File: config.mk
export PLATFORM = sky130hd
export DESIGN_NAME = idu_pipe
export DESIGN_NICKNAME = d
export VERILOG_FILES = /design/src/rtl/idu_pkg.sv /design/src/rtl/idu_dec_comb.sv /design/src/rtl/idu_pipe.sv
export SDC_FILE = /design/constraint.sdc
export NUM_CORES = 1
export LEC_CHECK = 0
export BUFFER_PORTS_ARGS = -buffer_cell sky130_fd_sc_hd__clkbuf_2
export CAP_MARGIN = 20
export CORE_MARGIN = 2
export CORE_UTILIZATION = 35
export CTS_BUF_LIST = sky130_fd_sc_hd__clkbuf_8
export CTS_CLUSTER_DIAMETER = 30
export DETAILED_ROUTE_END_ITERATION = 6
export GPL_TIMING_DRIVEN = 0
export PLACE_DENSITY = 0.55
export SLEW_MARGIN = 0
export SYNTH_ARGS = -nofsm -noshare
export SYNTH_HDL_FRONTEND = slang
export SYNTH_HIERARCHICAL = 1
export SYNTH_SLANG_ARGS = --single-unit
export TNS_END_PERCENT = 5
File: constraint.sdc
create_clock -name i_clk -period 7.6 [get_ports i_clk]
set_input_delay 1.52 -clock i_clk [delete_from_list [all_inputs] [get_ports i_clk]]
set_output_delay 1.52 -clock i_clk [all_outputs]
set_load 0.01 [all_outputs]
File: src/rtl/idu_pkg.sv
// rtl/idu_pkg.sv - shared opcode, function and op-code constants for the decode stage
package idu_pkg;
  localparam int EXU_OPT_WIDTH = 5;
  localparam int EXU_SEL_WIDTH = 2;
  localparam int LSU_OPT_WIDTH = 4;

  localparam logic [6:0] TYPE_LUI   = 7'b0110111;
  localparam logic [6:0] TYPE_AUIPC = 7'b0010111;
  localparam logic [6:0] TYPE_JAL   = 7'b1101111;
  localparam logic [6:0] TYPE_JALR  = 7'b1100111;
  localparam logic [6:0] TYPE_B     = 7'b1100011;
  localparam logic [6:0] TYPE_L     = 7'b0000011;
  localparam logic [6:0] TYPE_S     = 7'b0100011;
  localparam logic [6:0] TYPE_I     = 7'b0010011;
  localparam logic [6:0] TYPE_R     = 7'b0110011;
  localparam logic [6:0] TYPE_I_W   = 7'b0011011;
  localparam logic [6:0] TYPE_R_W   = 7'b0111011;
  localparam logic [6:0] TYPE_FENCE = 7'b0001111;
  localparam logic [6:0] TYPE_SYS   = 7'b1110011;

  localparam logic [2:0] FUNC3_ADD_SUB = 3'b000;
  localparam logic [2:0] FUNC3_SLL     = 3'b001;
  localparam logic [2:0] FUNC3_SRL_SRA = 3'b101;
  localparam logic [6:0] FUNC7_BASE    = 7'b0000000;
  localparam logic [6:0] FUNC7_ALT     = 7'b0100000;
  localparam logic [6:0] FUNC7_MULDIV  = 7'b0000001;

  // ALU ops 0..7 follow func3 order so OP/OP-IMM can use func3 directly
  localparam logic [EXU_OPT_WIDTH-1:0] EXU_ADD = 5'd0, EXU_SLL = 5'd1, EXU_SLT = 5'd2,
    EXU_SLTU = 5'd3, EXU_XOR = 5'd4, EXU_SRL = 5'd5, EXU_OR = 5'd6, EXU_AND = 5'd7,
    EXU_SUB = 5'd8, EXU_SRA = 5'd9, EXU_BEQ = 5'd10, EXU_BNE = 5'd11, EXU_BLT = 5'd12,
    EXU_BGE = 5'd13, EXU_BLTU = 5'd14, EXU_BGEU = 5'd15, EXU_EBREAK = 5'd16,
    EXU_ECALL = 5'd17, EXU_MUL = 5'd18, EXU_MULH = 5'd19, EXU_MULHSU = 5'd20,
    EXU_MULHU = 5'd21, EXU_DIV = 5'd22, EXU_DIVU = 5'd23, EXU_REM = 5'd24, EXU_REMU = 5'd25;

  localparam logic [EXU_SEL_WIDTH-1:0] EXU_SEL_REG = 2'd0, EXU_SEL_IMM = 2'd1,
    EXU_SEL_PC4 = 2'd2, EXU_SEL_PCI = 2'd3;

  localparam logic [LSU_OPT_WIDTH-1:0] LSU_NOP = 4'b1111;

  typedef struct packed {
    logic [4:0]               rdid;
    logic [4:0]               rs1id;
    logic [4:0]               rs2id;
    logic                     rdwen;
    logic [EXU_SEL_WIDTH-1:0] exu_src_sel;
    logic [EXU_OPT_WIDTH-1:0] exu_opt;
    logic                     exu_word;
    logic [LSU_OPT_WIDTH-1:0] lsu_opt;
    logic                     brch;
    logic                     jal;
    logic                     jalr;
    logic                     illegal;
  } idu_ctrl_t;

  localparam idu_ctrl_t CTRL_RST = '{rdid: 5'd0, rs1id: 5'd0, rs2id: 5'd0, rdwen: 1'b0,
    exu_src_sel: EXU_SEL_IMM, exu_opt: EXU_ADD, exu_word: 1'b0, lsu_opt: LSU_NOP,
    brch: 1'b0, jal: 1'b0, jalr: 1'b0, illegal: 1'b0};
endpackage

File: src/rtl/idu_dec_comb.sv
// rtl/idu_dec_comb.sv - combinational RV32I/RV64I(+M) decoder with illegal-instruction flag
module idu_dec_comb
  import idu_pkg::*;
#(
  parameter int XLEN = 32,
  parameter bit EN_M = 1'b0
) (
  input  logic [31:0]     i_instr,
  output idu_ctrl_t       o_ctrl,
  output logic [XLEN-1:0] o_imm
);
  localparam bit RV64 = (XLEN == 64);

  logic [6:0]  opcode, func7;
  logic [2:0]  func3;
  logic [31:0] imm32;
  logic        has_rd, has_rs1, has_rs2, is_w, ill, lo_ok, shift_base, shift_alt;

  always_comb begin
    opcode  = i_instr[6:0];
    func3   = i_instr[14:12];
    func7   = i_instr[31:25];
    imm32   = 32'd0;
    has_rd  = 1'b0;
    has_rs1 = 1'b0;
    has_rs2 = 1'b0;
    is_w    = 1'b0;
    ill     = 1'b0;
    o_ctrl  = CTRL_RST;
    // RV64 non-W shifts own imm[5]; RV32 and W shifts must keep it clear
    lo_ok      = (RV64 && opcode == TYPE_I) || !i_instr[25];
    shift_base = (i_instr[31:26] == 6'b000000) && lo_ok;
    shift_alt  = (i_instr[31:26] == 6'b010000) && lo_ok;
    case (opcode)
      TYPE_LUI: begin
        has_rd = 1'b1;
        imm32  = {i_instr[31:12], 12'd0};
      end
      TYPE_AUIPC: begin
        has_rd = 1'b1;
        imm32  = {i_instr[31:12], 12'd0};
        o_ctrl.exu_src_sel = EXU_SEL_PCI;
      end
      TYPE_JAL: begin
        has_rd = 1'b1;
        imm32  = {{11{i_instr[31]}}, i_instr[31], i_instr[19:12], i_instr[20], i_instr[30:21], 1'b0};
        o_ctrl.exu_src_sel = EXU_SEL_PC4;
        o_ctrl.jal = 1'b1;
      end
      TYPE_JALR: begin
        has_rd  = 1'b1;
        has_rs1 = 1'b1;
        imm32   = {{20{i_instr[31]}}, i_instr[31:20]};
        o_ctrl.exu_src_sel = EXU_SEL_PC4;
        o_ctrl.jalr = 1'b1;
        ill = (func3 != 3'b000);
      end
      TYPE_B: begin
        has_rs1 = 1'b1;
        has_rs2 = 1'b1;
        imm32   = {{19{i_instr[31]}}, i_instr[31], i_instr[7], i_instr[30:25], i_instr[11:8], 1'b0};
        o_ctrl.exu_src_sel = EXU_SEL_REG;
        o_ctrl.brch = 1'b1;
        case (func3)
          3'b000:  o_ctrl.exu_opt = EXU_BEQ;
          3'b001:  o_ctrl.exu_opt = EXU_BNE;
          3'b100:  o_ctrl.exu_opt = EXU_BLT;
          3'b101:  o_ctrl.exu_opt = EXU_BGE;
          3'b110:  o_ctrl.exu_opt = EXU_BLTU;
          3'b111:  o_ctrl.exu_opt = EXU_BGEU;
          default: ill = 1'b1;
        endcase
      end
      TYPE_L: begin
        has_rd  = 1'b1;
        has_rs1 = 1'b1;
        imm32   = {{20{i_instr[31]}}, i_instr[31:20]};
        o_ctrl.lsu_opt = {func3, 1'b0};
        ill = (func3 == 3'b111) || (!RV64 && (func3 == 3'b011 || func3 == 3'b110));
      end
      TYPE_S: begin
        has_rs1 = 1'b1;
        has_rs2 = 1'b1;
        imm32   = {{20{i_instr[31]}}, i_instr[31:25], i_instr[11:7]};
        o_ctrl.lsu_opt = {func3, 1'b1};
        ill = func3[2] || (!RV64 && func3 == 3'b011);
      end
      TYPE_I, TYPE_I_W: begin
        has_rd  = 1'b1;
        has_rs1 = 1'b1;
        is_w    = (opcode == TYPE_I_W);
        imm32   = {{20{i_instr[31]}}, i_instr[31:20]};
        ill     = is_w && !RV64;
        case (func3)
          FUNC3_SLL: begin
            o_ctrl.exu_opt = EXU_SLL;
            if (!shift_base) ill = 1'b1;
          end
          FUNC3_SRL_SRA: begin
            o_ctrl.exu_opt = shift_alt ? EXU_SRA : EXU_SRL;
            if (!(shift_base || shift_alt)) ill = 1'b1;
          end
          default: begin
            o_ctrl.exu_opt = EXU_OPT_WIDTH'(func3);
            if (is_w && func3 != FUNC3_ADD_SUB) ill = 1'b1;
          end
        endcase
      end
      TYPE_R, TYPE_R_W: begin
        has_rd  = 1'b1;
        has_rs1 = 1'b1;
        has_rs2 = 1'b1;
        is_w    = (opcode == TYPE_R_W);
        ill     = is_w && !RV64;
        o_ctrl.exu_src_sel = EXU_SEL_REG;
        case (func7)
          FUNC7_MULDIV: begin
            o_ctrl.exu_opt = EXU_MUL + EXU_OPT_WIDTH'(func3);
            if (!EN_M || (is_w && func3 != 3'b000 && !func3[2])) ill = 1'b1;
          end
          FUNC7_BASE: begin
            o_ctrl.exu_opt = EXU_OPT_WIDTH'(func3);
            if (is_w && !(func3 == FUNC3_ADD_SUB || func3 == FUNC3_SLL || func3 == FUNC3_SRL_SRA))
              ill = 1'b1;
          end
          FUNC7_ALT: begin
            if (func3 == FUNC3_ADD_SUB) o_ctrl.exu_opt = EXU_SUB;
            else if (func3 == FUNC3_SRL_SRA) o_ctrl.exu_opt = EXU_SRA;
            else ill = 1'b1;
          end
          default: ill = 1'b1;
        endcase
      end
      TYPE_FENCE: ill = (func3 != 3'b000);
      TYPE_SYS: begin
        imm32 = {{20{i_instr[31]}}, i_instr[31:20]};
        if (i_instr == 32'h0000_0073) o_ctrl.exu_opt = EXU_ECALL;
        else if (i_instr == 32'h0010_0073) o_ctrl.exu_opt = EXU_EBREAK;
        else ill = 1'b1;
      end
      default: ill = 1'b1;
    endcase

    o_ctrl.rdid     = has_rd  ? i_instr[11:7]  : 5'd0;
    o_ctrl.rs1id    = has_rs1 ? i_instr[19:15] : 5'd0;
    o_ctrl.rs2id    = has_rs2 ? i_instr[24:20] : 5'd0;
    o_ctrl.rdwen    = has_rd && (i_instr[11:7] != 5'd0) && !ill;
    o_ctrl.exu_word = is_w && !ill;
    o_ctrl.illegal  = ill;
    if (ill) begin
      o_ctrl.lsu_opt = LSU_NOP;
      o_ctrl.brch    = 1'b0;
      o_ctrl.jal     = 1'b0;
      o_ctrl.jalr    = 1'b0;
    end
    o_imm = XLEN'(signed'(imm32));
  end
endmodule

File: src/rtl/idu_pipe.sv
// rtl/idu_pipe.sv - registered decode stage with 2-entry skid buffer and flush
module idu_pipe
  import idu_pkg::*;
#(
  parameter int XLEN = 32,
  parameter bit EN_M = 1'b0,
  parameter int PC_W = XLEN
) (
  input  logic                     i_clk,
  input  logic                     i_rst_n,
  input  logic                     i_flush,
  input  logic                     i_pre_valid,
  output logic                     o_pre_ready,
  input  logic [31:0]              i_instr,
  input  logic [PC_W-1:0]          i_pc,
  output logic                     o_post_valid,
  input  logic                     i_post_ready,
  output logic [PC_W-1:0]          o_pc,
  output logic [4:0]               o_rdid,
  output logic [4:0]               o_rs1id,
  output logic [4:0]               o_rs2id,
  output logic                     o_rdwen,
  output logic [XLEN-1:0]          o_imm,
  output logic [EXU_SEL_WIDTH-1:0] o_exu_src_sel,
  output logic [EXU_OPT_WIDTH-1:0] o_exu_opt,
  output logic                     o_exu_word,
  output logic [LSU_OPT_WIDTH-1:0] o_lsu_opt,
  output logic                     o_brch,
  output logic                     o_jal,
  output logic                     o_jalr,
  output logic                     o_illegal
);
  typedef enum logic [1:0] {ST_EMPTY, ST_ONE, ST_TWO} state_e;

  state_e          state_q, state_d;
  idu_ctrl_t       dec_ctrl, out_ctrl_q, out_ctrl_d, skid_ctrl_q, skid_ctrl_d;
  logic [XLEN-1:0] dec_imm, out_imm_q, out_imm_d, skid_imm_q, skid_imm_d;
  logic [PC_W-1:0] out_pc_q, out_pc_d, skid_pc_q, skid_pc_d;
  logic            acc, deq;

  idu_dec_comb #(.XLEN(XLEN), .EN_M(EN_M)) u_dec (
    .i_instr (i_instr),
    .o_ctrl  (dec_ctrl),
    .o_imm   (dec_imm)
  );

  // Ready depends on registered state only, never on i_post_ready
  assign o_pre_ready  = (state_q != ST_TWO);
  assign o_post_valid = (state_q != ST_EMPTY);
  assign acc = i_pre_valid && o_pre_ready;
  assign deq = o_post_valid && i_post_ready;

  always_comb begin
    state_d     = state_q;
    out_ctrl_d  = out_ctrl_q;
    out_imm_d   = out_imm_q;
    out_pc_d    = out_pc_q;
    skid_ctrl_d = skid_ctrl_q;
    skid_imm_d  = skid_imm_q;
    skid_pc_d   = skid_pc_q;
    case (state_q)
      ST_EMPTY: if (acc) begin
        out_ctrl_d = dec_ctrl;
        out_imm_d  = dec_imm;
        out_pc_d   = i_pc;
        state_d    = ST_ONE;
      end
      ST_ONE: begin
        if (acc && deq) begin
          out_ctrl_d = dec_ctrl;
          out_imm_d  = dec_imm;
          out_pc_d   = i_pc;
        end else if (acc) begin
          skid_ctrl_d = dec_ctrl;
          skid_imm_d  = dec_imm;
          skid_pc_d   = i_pc;
          state_d     = ST_TWO;
        end else if (deq) begin
          state_d = ST_EMPTY;
        end
      end
      ST_TWO: if (deq) begin
        out_ctrl_d = skid_ctrl_q;
        out_imm_d  = skid_imm_q;
        out_pc_d   = skid_pc_q;
        state_d    = ST_ONE;
      end
      default: state_d = ST_EMPTY;
    endcase
    if (i_flush) state_d = ST_EMPTY;
  end

  always_ff @(posedge i_clk) begin
    if (!i_rst_n) begin
      state_q     <= ST_EMPTY;
      out_ctrl_q  <= CTRL_RST;
      out_imm_q   <= '0;
      out_pc_q    <= '0;
      skid_ctrl_q <= CTRL_RST;
      skid_imm_q  <= '0;
      skid_pc_q   <= '0;
    end else begin
      state_q     <= state_d;
      out_ctrl_q  <= out_ctrl_d;
      out_imm_q   <= out_imm_d;
      out_pc_q    <= out_pc_d;
      skid_ctrl_q <= skid_ctrl_d;
      skid_imm_q  <= skid_imm_d;
      skid_pc_q   <= skid_pc_d;
    end
  end

  assign o_pc          = out_pc_q;
  assign o_imm         = out_imm_q;
  assign o_rdid        = out_ctrl_q.rdid;
  assign o_rs1id       = out_ctrl_q.rs1id;
  assign o_rs2id       = out_ctrl_q.rs2id;
  assign o_rdwen       = out_ctrl_q.rdwen;
  assign o_exu_src_sel = out_ctrl_q.exu_src_sel;
  assign o_exu_opt     = out_ctrl_q.exu_opt;
  assign o_exu_word    = out_ctrl_q.exu_word;
  assign o_lsu_opt     = out_ctrl_q.lsu_opt;
  assign o_brch        = out_ctrl_q.brch;
  assign o_jal         = out_ctrl_q.jal;
  assign o_jalr        = out_ctrl_q.jalr;
  assign o_illegal     = out_ctrl_q.illegal;
endmodule

==> results.toml, run 1 <==
[critical_path]
reg2reg_slack_ns = 5.86
end_kind = "flop"
r2r_start = "state_q[1]$_SDFFE_PP0P_"
reg2reg_depth = 6
required_ns = 8.03
worstSetupPathType = "in -> reg"
worstPathArrival_ns = 3.95
critPathLaunchType = "input pin"
cp_max_fo = 10
rr_endpoint = "skid_ctrl_q[22]$_SDFFE_PN0P_"

[cts]
cts_resized = 0
cts_buffers = 17
clk_latency_ns = 0.48
cts_num_sinks = 194
clockBufferDepth = 2
clk_pin_slew_ns = 0.12
h-tree-depth = 4
cts_tree = "built"
cts-hold-fix-buffers = 0
root_buffer = "clkbuf_8"
post_cts_buffers = 0

[placement]
port_buffers = 158
hpwl_mm = 21.5
gp_congestion = 0.878

[pwr]
finalPower_mw = 2.03
power_leakage_nw = 5.28
ir_worst_vdd_uv = 101
powerDensity_nw_per_um2 = 186

[hold_path]
worstHoldPathCells = 2
hp-class = "reg -> reg"
min_to = "skid_imm_q[7]$_SDFFE_PN0P_"
min_from = "skid_imm_q[7]$_SDFFE_PN0P_"

[logic_synthesis]
syn_nets = 1251
ys_seq_elements = 194
syn_area_um2 = 9310
synth_top_area_cell = "dfxtp_1"
postSynthAreaPerCell_um2 = 7.90
yosys-top-cells-area = "dfxtp_1 (42%), nand2_1 (16%), o211a_1 (9.9%), nand3_1 (5.6%), a21boi_0 (4.5%)"
ys_seq_area_share_pct = 41.7
synth_ff_type = "dfxtp_1"
synth_cell_types = 56
synth_top_cell_area_share_pct = 41.7
synth_edf_count = 0
synthCells = 1178
synthArstFlopShare_pct = 0
yosysWarnings = 6

[job]
maxCapViolations = 0

[finish]
most-common-layout-cells = "nand2_1 (401), dfxtp_1 (194), clkbuf_2 (158), nand3_1 (105), o211a_1 (92)"
area_growth_pct = 17.2
antenna_cells = 0
layout-drive-gt1-share_pct = 19.1
nNetsFinal = 1428
final_common_cell = "nand2_1"

[status]
outcome = "completed"

[floorplan]
core_um2 = 26100
row_count = 59
die_height_um = 167
start_util_pct = 35.7
io_pins = 167
die_w_um = 167
dieArea_um2 = 27900

[timing]
worst_pin_slew_ns = 0.943
slew_headroom_pct = 37.1
report.final.slew_viol_count = 0
max_freq_mhz = 284
fin_tns_setup_ns = 0
rsz0062_at_grt = "no"
timing.final.hold_violations = 0
finClkSkew_ns = 0.0135
fin_crit_sh_pct = 46.3
setup_viol = 0
finalCriticalPeriod_ns = 3.52

[route]
wl_mm = 29.5
route.detailed.drc = 0
wire_per_inst_um = 17.3
drt.antenna.violating_nets = 0
routed_via_density = 5.20
vias = 8850
drt-pass1-iter-count = 5
drt_iter0_drc = 683

[grt]
grt_pass1_wl_mm = 46.5
overflow = 0
grt_pass1_vias = 8297
grt_usage_pct = 20.8
grt_max_degree = 21
antenna_found_initial = 0
cell type report:
class,count,area (µm²)
inverters,4,17.5
well taps,335,419
repair buffers,158,791
clock inverters,15,160
plain buffers,105,536
fillers,2728,15100
clock buffers,17,234
multi-input cells,875,4870
flip-flops and latches,194,3880
worst max-delay path, stage by stage:
cell	delay, ns
buf_2	0.17
clkbuf_1	0.39
nor4bb_1	0.63
nor3b_1	0.53
a22oi_1	0.13
o21ai_0	0.21
nand2_1	0.09
nand3_1	0.13
o211a_1	0.15
routing by layer:
metal / GRT usage, % / share of wire (%)
met5: 0 / 0
met4: 5.25 / 1.9
met3: 3.85 / 4.9
met2: 33.9 / 46
met1: 28.6 / 47
cells in the mapped netlist, types with 8 or more instances:
library cell and count:
o21ai_0 14, nand2_1 401, buf_4 11, nor2_1 23, and2_1 22, nand3_1 105, buf_2 44, a21boi_0 56
a21oi_1 8, a21o_1 19, dfxtp_1 194, a21boi_1 35, clkbuf_1 44, o211a_1 92
power by group:
group | internal, mW | switching [mW]
Clock | 0.248 | 0.437
Sequential | 1.06 | 0.0211
Combinational | 0.104 | 0.163
flip-flops by register name, indices dropped and copies added (netlist names):
signal and cells:
o_rs2id 5, o_jal 1, o_illegal 1, o_imm 32, o_exu_src_sel 2, o_exu_word 1, skid_ctrl_q 32, skid_imm_q 32
o_rdwen 1, o_rdid 5, skid_pc_q 32, o_rs1id 5, o_exu_opt 5, o_brch 1, state_q 2, o_pc 32
o_jalr 1, o_lsu_opt 4
cell families after synthesis:
logic type / share of synthesized area [%]
other cells: 0.0403
simple gates: 28.7
fa+ha+maj: 0.538
flops: 41.7
buf+inv: 5.94
compound gates: 22.8
mux: 0.108
xor+xnor: 0.188
metrics by stage:
step	hold WS [ns]	utilization, %	setup slack [ns]	std cells	area, µm²
6_report	0.459	41.9	4.08	1703	10900
3_3_place_gp	0.440	40.4	3.64	1671	10500
2_1_floorplan	0.435	-	4.17	1178	9310
3_5_place_dp	0.445	40.4	3.66	1671	10500
4_1_cts	0.461	41.9	4.18	1703	10900
5_1_grt	0.480	41.9	3.98	1703	10900
how the worst max path moves through the flow:
stage / start / end / slack, ns / cells past startpoint
CTS: i_instr[14] / o_illegal$_SDFFE_PN0P_ / 4.18 / 11
global route: i_instr[5] / o_imm[11]$_SDFFE_PN0P_ / 3.98 / 9
floorplan: i_instr[10] / o_illegal$_SDFFE_PN0P_ / 4.17 / 9
finish: i_instr[5] / o_imm[11]$_SDFFE_PN0P_ / 4.08 / 9
global placement: i_instr[5] / o_imm[11]$_SDFFE_PN0P_ / 3.64 / 9
detailed placement: i_instr[14] / o_illegal$_SDFFE_PN0P_ / 3.66 / 11
(Power assumes the default switching activity.)
==> run 2: changes to the inputs <==
- PLACE_DENSITY: 0.55 -> 0.57
- clock period: 7.6 -> 2.96 ns (I/O delays scaled with it)
==> results.toml, run 2 (same netlist as run 1, synthesis figures left out) <==
[timing]
rsz0062_at_grt = "no"
fin_ws_ns = 0.398
worst_pin_slew_ns = 0.909
finalCriticalPeriod_ns = 2.56
setup_viol = 0
report.final.slew_viol_count = 0
finClkSkew_ns = 0.0228
fin_crit_sh_pct = 86.5
holdWs_ns = 0.336
max_freq_mhz = 390
slew_headroom_pct = 39.4
timing.final.hold_violations = 0

[job]
maxCapViolations = 0

[placement]
port_buffers = 158
gp_congestion = 0.914
hpwl_mm = 21.5
preCtsSetupSlack_ns = -0.00907

[finish]
most-common-layout-cells = "nand2_1 (401), dfxtp_1 (194), clkbuf_2 (158), nand3_1 (105), o211a_1 (92)"
final_common_cell = "nand2_1"
regArea_um2 = 3880
nNetsFinal = 1428
multiInputGateArea_um2 = 4870
area_growth_pct = 17.2
n_fill_cell = 2766
layout-drive-gt1-share_pct = 19.1

[grt]
grt_usage_pct = 20.9
grt_max_degree = 19
grt_pass1_wl_mm = 46.4
grt_pass1_vias = 8363
antenna_found_initial = 3
overflow = 0

[route]
route.detailed.drc = 0
routed_via_density = 5.19
drt_iter0_drc = 642
drt.antenna.violating_nets = 0
vias = 8862
drt-pass1-iter-count = 6
wire_per_inst_um = 17.2
wl_mm = 29.3

[floorplan]
die_height_um = 167
start_util_pct = 35.7
io_pins = 167
die_w_um = 167
row_count = 59
dieArea_um2 = 27900
core_um2 = 26100

[cts]
cts_buffers = 17
cts_resized = 0
clk_pin_slew_ns = 0.12
clockBufferDepth = 2
root_buffer = "clkbuf_8"
cts-hold-fix-buffers = 0
post_cts_buffers = 0
cts_tree = "built"
cts_num_sinks = 194
h-tree-depth = 4
clk_latency_ns = 0.49

[critical_path]
cpMaxStageDelayCell = "a21oi_1"
critPathLaunchType = "input pin"
cp_max_fo = 10
required_ns = 3.38
slowest_delay_ns = 0.64
worstPathArrival_ns = 2.98
worstSetupPathType = "in -> reg"
cp_cell_sequence = "clkbuf_1, clkbuf_1, nand2_1, a21oi_1, a21oi_1, nor2b_1, nand2_1, nand3_1, o211a_1"
end_kind = "flop"

[pwr]
ir_worst_vdd_uv = 236
power_leakage_nw = 5.27
powerDensity_nw_per_um2 = 472
finalPower_mw = 5.15

[status]
outcome = "completed"

[hold_path]
hp-class = "in -> reg"
==> run 2: final timing paths <==
check / start / end / slack, ns / cells after the start
worst max-delay path: i_instr[4] / o_imm[31]$_SDFFE_PN0P_ / 0.40 / 9
worst min-delay path: i_pc[15] / skid_pc_q[15]$_SDFFE_PN0P_ / 0.34 / 3
worst max register to register: state_q[1]$_SDFFE_PP0P_ / skid_imm_q[25]$_SDFFE_PN0P_ / 1.18 / 6
worst min register to register: skid_ctrl_q[20]$_SDFFE_PN0P_ / skid_ctrl_q[20]$_SDFFE_PN0P_ / 0.46 / 2
==> run 2: layer usage <==
layer | GRT usage (%) | share of wire [%] | vias up
met5 | 0 | 0 | -
met4 | 7.38 | 2.5 | 0
met3 | 3.40 | 5.4 | 32
met2 | 32.9 | 45 | 262
met1 | 29.0 | 47 | 4186
li1 | - | - | 4382
==> run 2: critical path: cells and delay by family <==
family          cells  cell delay, ns
simple gates        4            0.73
compound gates      3            0.86
buf+inv             2            0.80
==> run 2: final cells by class <==
cell class / instances / area share, %
Clock buffer: 19 / 2.40
Antenna cell: 3 / 0.0688
Inverter: 4 / 0.161
Multi-Input combinational cell: 875 / 44.7
Timing Repair Buffer: 158 / 7.25
Sequential cell: 194 / 35.6
Buffer: 105 / 4.91
Tap cell: 335 / 3.84
Clock inverter: 13 / 1.09
==> run 2: metrics by stage <==
stage | cell area (µm²) | utilization, % | setup TNS (ns) | instances
3_5_place_dp | 10500 | 40.4 | -0.0111 | 1671
3_3_place_gp | 10500 | 40.4 | -0.0438 | 1671
2_1_floorplan | 9310 | - | 0 | 1178
5_1_grt | 10900 | 41.8 | 0 | 1705
4_1_cts | 10900 | 41.8 | 0 | 1703
6_report | 10900 | 41.9 | 0 | 1706
==> run 2: power by group <==
group / leakage [nW] / internal [mW] / switching [mW]
registers: 1.58 / 2.71 / 0.0527
logic: 3.50 / 0.268 / 0.419
clock network: 0.186 / 0.654 / 1.05
==> run 3: changes to the inputs <==
- PLACE_DENSITY: 0.57 -> 0.58
- SYNTH_HIERARCHICAL: 1 -> unset
==> results.toml, run 3 <==
[placement]
place_area_um2 = 9710
gp_congestion = 0.955
port_buffers = 161
hpwl_mm = 23.4

[finish]
area_growth_pct = 18.9
final_cell_area_um2 = 10100
multiInputGateArea_um2 = 4200
fin_util_pct = 41.9
nNetsFinal = 1341
layout-drive-gt1-share_pct = 17.4
most-common-layout-cells = "nand2_1 (232), dfxtp_1 (194), clkbuf_2 (163), nor2_1 (111), a21oi_1 (105)"
n_fill_cell = 2600
final_common_cell = "nand2_1"
regArea_um2 = 3880
antenna_cells = 0

[route]
drt_iter0_drc = 636
drt.antenna.violating_nets = 0
wire_per_inst_um = 19.4
routed_via_density = 5.45
route.detailed.drc = 0
vias = 8757
drt-pass1-iter-count = 6
wl_mm = 31.3

[timing]
timing.final.hold_violations = 0
report.final.slew_viol_count = 0
finClkSkew_ns = 0.0150
slew_headroom_pct = 41.5
fin_crit_sh_pct = 93.4
worst_pin_slew_ns = 0.872
rsz0062_at_grt = "no"
setup_viol = 0
fin_tns_setup_ns = 0
finalCriticalPeriod_ns = 2.77
max_freq_mhz = 362

[cts]
post_cts_buffers = 0
clk_latency_ns = 0.47
cts_buffers = 17
cts-hold-fix-buffers = 0
h-tree-depth = 4
root_buffer = "clkbuf_8"
cts_num_sinks = 194
clk_pin_slew_ns = 0.11
clockBufferDepth = 2
cts_tree = "built"
cts_resized = 2

[pwr]
powerDensity_nw_per_um2 = 511
power_leakage_nw = 3.74
ir_worst_vdd_uv = 274

[grt]
antenna_found_initial = 0
overflow = 0
grt_usage_pct = 24.1
grt_max_degree = 20
grt_pass1_vias = 8247
grt_pass1_wl_mm = 47.9

[critical_path]
required_ns = 2.37
cp_max_fo = 19
critical_path_buf_inv_count = 4
slowest_delay_ns = 0.38
worstPathArrival_ns = 2.17
reg2reg_depth = 8
end_kind = "primary output"
rr_endpoint = "o_exu_opt[2]$_SDFFE_PN0P_"
reg2reg_slack_ns = 0.32
critPathLaunchType = "flop"
worstSetupPathType = "reg -> out"
cp_cell_sequence = "nor2b_1, clkbuf_2, inv_2, clkbuf_2, clkbuf_2"
cpMaxStageDelayCell = "dfxtp_1"
cp_top_family = "buffers and inverters"
r2r_start = "state_q[0]$_SDFFE_PP0P_"
crit_path_frequent_cell = "clkbuf_2"

[floorplan]
die_w_um = 160
die_height_um = 160
io_pins = 167
start_util_pct = 35.3
dieArea_um2 = 25500
core_um2 = 24100
row_count = 57

[status]
outcome = "completed"

[logic_synthesis]
synth_top_cell_area_share_pct = 45.7
synth_edf_count = 0
synth_cell_types = 64
ys_seq_elements = 194
syn_nets = 1162
synthArstFlopShare_pct = 0
synth.most_common_cell = "nand2_1"
postSynthAreaPerCell_um2 = 7.78
yosys-top-cells-area = "dfxtp_1 (46%), nand2_1 (10%), a21oi_1 (6.2%), nor2_1 (4.9%), a311oi_1 (4.6%)"
netlist_top_cells_count = "nand2_1 (232), dfxtp_1 (194), nor2_1 (111)"
yosysWarnings = 0
synthCells = 1092
synth_ff_type = "dfxtp_1"
syn_area_um2 = 8500
synth_top_area_cell = "dfxtp_1"
ys_seq_area_share_pct = 45.7

[hold_path]
min_to = "state_q[0]$_SDFFE_PP0P_"
worstHoldPathCells = 2
min_from = "i_flush"
hp-class = "in -> reg"

[job]
maxCapViolations = 0
-- run 3: cell types whose count changed in the layout (fill, tap and decap cells not counted), moves of 19 or more --
| cell | change |
|---|---|
| a211oi_1 | +19 |
| a21boi_0 | -50 |
| a21boi_1 | -32 |
| a21oi_1 | +97 |
| a221oi_1 | +20 |
| a311oi_1 | +45 |
| buf_2 | -32 |
| clkbuf_1 | +24 |
| nand2_1 | -169 |
| nand3_1 | -66 |
| nor2_1 | +88 |
| o211a_1 | -92 |
| o21ai_0 | +55 |
-- run 3: area by class of cell --
class / instances / area share, %
clock inverter: 14 / 1.49
timing repair buffer: 161 / 7.97
inverter: 7 / 0.260
sequential: 194 / 38.4
tap: 324 / 4.01
multi-input combinational: 793 / 41.5
buffer: 97 / 3.89
clock buffer: 18 / 2.45
-- run 3: how the worst max path moves through the flow --
stage | from | end | slack (ns) | cells after the start
global route | state_q[1]$_SDFFE_PP0P_ | o_pre_ready | 0.07 | 5
finish | state_q[1]$_SDFFE_PP0P_ | o_pre_ready | 0.19 | 5
CTS | state_q[1]$_SDFFE_PP0P_ | o_pre_ready | 0.19 | 5
global placement | state_q[1]$_SDFFE_PP0P_ | o_pre_ready | 0.06 | 6
floorplan | i_instr[2] | o_lsu_opt[1]$_SDFFE_PN1P_ | 0.67 | 8
detailed placement | state_q[1]$_SDFFE_PP0P_ | o_pre_ready | 0.08 | 6
-- run 3: kinds of logic (layout without fill, tap and decap cells) --
kind of cell             count (synthesis)  count (layout)  share of synthesized area [%]
flip-flops                             194             194                           45.7
AND/OR/NAND/NOR                        466             466                           24.1
adder cells (fa/ha/maj)                  2               2                          0.280
XOR/XNOR                                 2               2                          0.206
buffers and inverters                  105             297                           4.95
AO/OA/AOI/OAI                          323             323                           24.8
-- run 3: metal layers --
metal	global-route usage, %	routed length, µm	up-vias
met5	0	0	-
met4	6.59	622	0
met3	4.16	2120	43
met2	39.0	14200	359
met1	33.4	14300	4111
li1	-	-	4244
-- run 3: metrics by stage --
step | std cells | power (mW) | setup WS, ns | hold WS, ns
finish | 1608 | 5.16 | 0.194 | 0.296
global route | 1608 | 5.39 | 0.0672 | 0.274
CTS | 1608 | 5.18 | 0.192 | 0.281
detailed placement | 1577 | 3.46 | 0.0817 | 0.443
global placement | 1577 | 3.46 | 0.0618 | 0.438
floorplan | 1092 | 3.16 | 0.674 | 0.432
-- run 3: report_power, final --
group	leakage [nW]	internal (mW)	switching [mW]	total, mW
Combinational	1.98	0.213	0.440	0.653
Sequential	1.58	2.70	0.0548	2.76
Clock	0.185	0.715	1.04	1.75
